[src/rtl/pipeir_queue.sv]
// IF/ID decoupling queue: a 2-entry FIFO of {pc4, ins} between fetch and decode.
// Optional ID-stall statistics counter when PIPEIR_STATS_EN is defined.
module pipeir_queue (
    input  logic        clock,
    input  logic        resetn,
    input  logic [31:0] pc4,
    input  logic [31:0] ins,
    input  logic        in_valid,
    input  logic        wir,
    input  logic        flush,
    output logic [31:0] dpc4,
    output logic [31:0] inst,
    output logic        d_valid,
`ifdef PIPEIR_STATS_EN
    output logic        in_ready,
    output logic [15:0] stall_cnt
`else
    output logic        in_ready
`endif
);

    typedef enum logic [1:0] {
        ST_EMPTY = 2'd0,
        ST_ONE   = 2'd1,
        ST_FULL  = 2'd2
    } state_t;

    state_t      state_q, state_d;
    logic        rd_ptr_q, rd_ptr_d;
    logic        wr_ptr_q, wr_ptr_d;
    logic [31:0] mem_pc4 [2];
    logic [31:0] mem_ins [2];
    logic        push;
    logic        pop;

    // Handshake status depends on registered state only, so IF sees no
    // combinational path from wir or flush.
    assign in_ready = (state_q != ST_FULL);
    assign d_valid  = (state_q != ST_EMPTY);
    assign push     = in_valid & in_ready & ~flush;
    assign pop      = d_valid & wir & ~flush;

    // Invalid head shows a NOP bubble rather than stale storage.
    assign dpc4 = d_valid ? mem_pc4[rd_ptr_q] : 32'h0;
    assign inst = d_valid ? mem_ins[rd_ptr_q] : 32'h0;

    always_ff @(posedge clock or negedge resetn) begin
        // NOTE: non-blocking assignments keep every register sampling pre-edge values.
        if (!resetn) begin
            state_q  <= ST_EMPTY;
            rd_ptr_q <= 1'b0;
            wr_ptr_q <= 1'b0;
        end else begin
            state_q  <= state_d;
            rd_ptr_q <= rd_ptr_d;
            wr_ptr_q <= wr_ptr_d;
        end
    end

    always_comb begin
        // NOTE: defaults first so no path through this block infers a latch.
        state_d  = state_q;
        rd_ptr_d = rd_ptr_q;
        wr_ptr_d = wr_ptr_q;
        if (flush) begin
            state_d  = ST_EMPTY;
            rd_ptr_d = 1'b0;
            wr_ptr_d = 1'b0;
        end else begin
            if (push) wr_ptr_d = ~wr_ptr_q;
            if (pop)  rd_ptr_d = ~rd_ptr_q;
            unique case (state_q)
                ST_EMPTY: if (push) state_d = ST_ONE;
                ST_ONE: begin
                    if (push && !pop)      state_d = ST_FULL;
                    else if (pop && !push) state_d = ST_EMPTY;
                end
                ST_FULL:  if (pop) state_d = ST_ONE;
                default: begin
                    state_d  = ST_EMPTY;
                    rd_ptr_d = 1'b0;
                    wr_ptr_d = 1'b0;
                end
            endcase
        end
    end

    always_ff @(posedge clock) begin
        // NOTE: storage is not reset; count decides which entries are meaningful.
        if (push) begin
            mem_pc4[wr_ptr_q] <= pc4;
            mem_ins[wr_ptr_q] <= ins;
        end
    end

`ifdef PIPEIR_STATS_EN
    always_ff @(posedge clock or negedge resetn) begin
        if (!resetn) begin
            stall_cnt <= 16'h0;
        end else if (d_valid && !wir && !flush && stall_cnt != 16'hFFFF) begin
            stall_cnt <= stall_cnt + 16'd1;
        end
    end
`endif

endmodule

[config.mk]
export PLATFORM = sky130hd
export DESIGN_NAME = pipeir_queue
export DESIGN_NICKNAME = d
export VERILOG_FILES = /design/src/rtl/pipeir_queue.sv
export SDC_FILE = /design/constraint.sdc
export NUM_CORES = 1
export LEC_CHECK = 0
export CAP_MARGIN = 20
export CORE_ASPECT_RATIO = 1.2
export CORE_MARGIN = 2
export CORE_UTILIZATION = 40
export CTS_BUF_LIST = sky130_fd_sc_hd__clkbuf_8
export CTS_CLUSTER_DIAMETER = 60
export DETAILED_ROUTE_END_ITERATION = 10
export PLACE_DENSITY = 0.76
export SLEW_MARGIN = 20
export SYNTH_ARGS = -nofsm -noshare
export SYNTH_HDL_FRONTEND = slang
export SYNTH_SLANG_ARGS = --single-unit
export TNS_END_PERCENT = 10
[constraint.sdc]
create_clock -name clock -period 3.75 [get_ports clock]
set_input_delay 1.125 -clock clock [delete_from_list [all_inputs] [get_ports clock]]
set_output_delay 1.125 -clock clock [all_outputs]
set_load 0.01 [all_outputs]
After elaboration in Yosys (flattened, before gate mapping)
Memories as Yosys holds them, arrays and structs flattened. Index checks and enable logic that the tools add are counted.

Mux-type cells: 16. Eq/ne operators: 8. Reductions and logical operators: 8. Bitwise gates (word level): 7.

Operator list (number): $mux 32 (2); $mux 2 (5); $mux 1 (8); $ne 3x1->1 const B (2); $ne 3x3->1 const B (2); $pmux 2 s3 (1); $and 1x1->1 (4); $ne 4x4->1 const B (1); $not 1->1 (3); $reduce_and 3->1 (1); $reduce_or 3->1 (1); $eq 2x1->1 const B (1); $eq 2x2->1 const B (1); $logic_and 1x1->1 (2); $logic_not 1->1 (2); $logic_not 2->1 (1); $ne 2x2->1 const B (1); $reduce_bool 2->1 (1).

Memories kept: 2. Bits in writable memories: 128. Output and inout port bits: 66. Input port bits: 69. Word-level logic and storage cells: 44. Register bits: 4.

Memory list: mem_ins (words 2, bits a word 32, read ports 1, clocked after memory_dff 0, wr ports 1, RTL line 32) `logic [31:0] mem_ins [2];`; mem_pc4 (words 2, bits a word 32, read ports 1, clocked after memory_dff 0, wr ports 1, RTL line 31) `logic [31:0] mem_pc4 [2];`.

Logic depth before layout (Yosys ltp)
Word-level depth: 9. Mapped depth: 4. Mapped depth without buffers: 4.

Least setup slack after synthesis
Ideal clock, no wire load.

Kind: input -> register. Start: in flush. End: mem mem_ins[0][0] (enable). Library setup time: 0.430 ns. Stages on the path: 1. Arrival: 2.786 ns. Buffers on the path: 0. Setup slack: 0.534 ns. Cell sequence: and4b_1.

Word-level cells in the longest chain between the ends: 4.

Ends and longest elaborated chain: start: declaration (RTL line 10) `input logic flush,`; $not 1->1 (RTL line 40) `assign push = in_valid & in_ready & ~flush;`; $and 1x1->1 (RTL line 40); $mux 1 (RTL line 90) `if (push) begin`; $mux 1 (not written as such) (RTL line 92) `mem_ins[wr_ptr_q] <= ins;`; end: declaration (RTL line 32).

Every way passes these cells.

Worst setup path after layout
Start: reg rd_ptr_q. End: out dpc4[21].

Word-level cells in the longest chain between the ends: 2.

Ends and longest elaborated chain: start: declaration (RTL line 29) `logic rd_ptr_q, rd_ptr_d;`; start signal: assignment (RTL line 55) `rd_ptr_q <= rd_ptr_d;`; $mem_v2 2x32; $mux 32 (RTL line 44) `assign dpc4 = d_valid ? mem_pc4[rd_ptr_q] : 32'h0;`; end: declaration (RTL line 11) `output logic [31:0] dpc4,`.

Every way passes these cells.

==> results.txt <==
# clock sinks = 132
Critical-path maximum fanout = 38
Root buf cell = clkbuf_8
Crit path time final = 3.521 ns
Fin crit share = 93.89%
Site Rows = 45
Most common cell after layout, fill and taps aside = clkdlybuf4s50_1
Worst EP arrival = 2.40 ns
Leak Pwr = 2.321 nW
Clock skew = 0.009582 ns
PnR worst setup slack = 0.2291 ns
Avg WL per Cell = 15.57 um
Area growth syn-to-layout = 39.37%
Inst Count DP = 583
CTS Buf Count = 17
Hold-fix buffers, CTS = 0
CTS max path bufs = 2
Max cap viols = 0
Post-CTS Resized = 0
Final TNS setup = 0 ns
Combinational Power Share = 12.7%
Detailed-placement wirelength estimate = 6.182 mm
WL final = 9.575 mm
Clock share of power = 36.7%
Drt first pass iters = 4
# setup viols final = 0
Die Y = 127.1 um
RSZ-0062 raised after global routing = no
Largest net degree at the start of global routing = 47
Core ar. = 12,500 um^2
Input/output buffers = 134
Commonest non-fill, non-tap cells in the layout = clkdlybuf4s50_1 (134), edfxtp_1 (128), mux2i_1 (65), nor2_1 (65), clkbuf_8 (17)
Post-CTS Setup Repair Bufs = 0
Crit path capture type = output port
Crit Path Class = register to output port
Vias per Instance = 4.732
Reg power frac = 50.6%
Multi-input gate area = 1032 um^2
All-layer global routing usage = 14.65%
Fin Hold WS = 0.6759 ns
Register area share after synthesis = 78.04%
Fillers = 1,042
Final Hold Vio Count = 0
Vias in the first global route = 2,984
Initial Util = 40.43%
GPL Wtd Cong = 0.7005
Critical Path RT = 2.62 ns
First-pass GRT wire length = 14.90 mm
NetSw = 0.7527 mW
Diodes inserted = 0
Final Non-Filler Cells = 615
Final Power = 3.400 mW
GRT overflow = 0
Top-Level Pins = 135
Ys Warns = 0
Unique cell type count in the Yosys netlist = 21
FF+latch area = 3948 um^2
Post-Syn Instances = 294
Post-route cell area = 7043 um^2
Initial antenna violation count = 0
Worst skew pair latency = 0.41 ns
Die Span X = 106.6 um
P per Cell Area = 482.7 nW/um^2
Clock-pin transition on the worst setup and hold timing paths = 0.07 ns
Syn Nets = 363
Syn Std Cell Area = 5054 um^2
Placed Area = 6621 um^2
Worst-margin pin slew = 0.6843 ns
Status = finished, final reports clean
Die area = 13,550 um^2
Detailed router's first-iteration violation count = 154
Pre-CTS worst setup slack = 0.6264 ns
Share of the core filled with cells = 56.35%
Final Max Slew Viols = 0
Startpoint Class = register
DR DRC count = 0
Fmax = 284.0 MHz
Total Nets Final = 507
Vias = 2,910
Synthesized flop and latch total = 132
Hold Crit Class = register to register
Avg Inst Size Synth = 17.19 um^2
Switching fraction of total power = 22.14%
CTS tree = yes
Layout cell share with drive strength beyond 1 = 9.091%
Worst VDD drop = 0.2876 mV
Max_slew headroom = 54.38%
H-tree Lvls = 4
P_int = 2.647 mW
ANT nets after route = 0
## final cells by class
class / count / share of cell area [%]
clock buffer: 17 / 3.322
clock inverter: 15 / 2.665
inverter: 2 / 0.1066
multi-input combinational: 146 / 14.66
sequential: 132 / 56.05
tap: 164 / 2.913
timing repair buffer: 139 / 20.29
## cell families after synthesis
logic type | after synthesis | share of synthesized area (%)
DFF | 132 | 78.04
xor gates and xnor gates | 1 | 0.1733
muxes | 65 | 12.87
AOI/OAI and AO/OA | 7 | 1.114
and+or+nand+nor | 73 | 5.967
buffers and inverters | 16 | 1.832
## synthesized netlist by cell type
master	n	area, um^2
edfxtp_1	128	3844
and3_1	1	6.260
o31ai_1	1	7.510
mux2i_1	65	650.6
a21o_1	1	7.510
or3_1	1	6.260
nor2_1	66	247.7
o22a_1	1	8.760
a211oi_1	1	7.510
a21oi_1	2	10.01
nor3b_1	1	7.510
buf_2	8	40.04
inv_1	1	3.750
inv_2	1	3.750
dfrtp_1	4	100.1
and4b_1	2	20.02
nand3b_1	1	7.510
nand2b_1	1	6.260
xnor2_1	1	8.760
a2111oi_2	1	15.01
buf_4	6	45.04
## registers in the layout, indices dropped and copies added (netlist names)
register and flops:
mem_ins 64, mem_pc4 64, state_q 2, rd_ptr_q 1, wr_ptr_q 1
## worst max-delay path, cell delays in order, from the launching register on
cell and delay, ns:
dfrtp_4 0.88, buf_4 0.33, mux2i_1 0.21, nor2_1 0.06
clkdlybuf4s50_1 0.48
## layer usage
metal  routed length (um)  vias to the layer above  global-route usage (%)
met5                    0                        -                       0
met3                  500                        9                   4.082
met1                 4025                     1421                   17.66
li1                     -                     1392                       -
met2                 4939                       88                   24.95
met4                  110                        0                   5.730
## final timing paths
check                                       start  slack, ns  cells after the start                  endpoint
max in group asynchronous                  resetn       2.65                      1      rd_ptr_q$_DFFE_PN0P_
min in group asynchronous                  resetn       0.91                      1      rd_ptr_q$_DFFE_PN0P_
min                        state_q[1]$_DFFE_PN0P_       0.68                      1      rd_ptr_q$_DFFE_PN0P_
max                          rd_ptr_q$_DFFE_PN0P_       0.23                      4                  dpc4[21]
min reg2reg                state_q[1]$_DFFE_PN0P_       0.68                      1      rd_ptr_q$_DFFE_PN0P_
max reg2reg                state_q[0]$_DFFE_PN0P_       1.79                      3  mem_pc4[0][13]$_DFFE_PP_
## power groups by stage
stage,clock (mW),sequential (mW),combinational [mW]
after global placement,0,1.75,0.431
final,1.25,1.72,0.431
after CTS,1.28,1.72,0.440
after floorplan,0,1.73,0.203
after detailed placement,0,1.75,0.438
after global routing,1.35,1.73,0.466
Note: power is estimated with default switching activity, not from simulation.
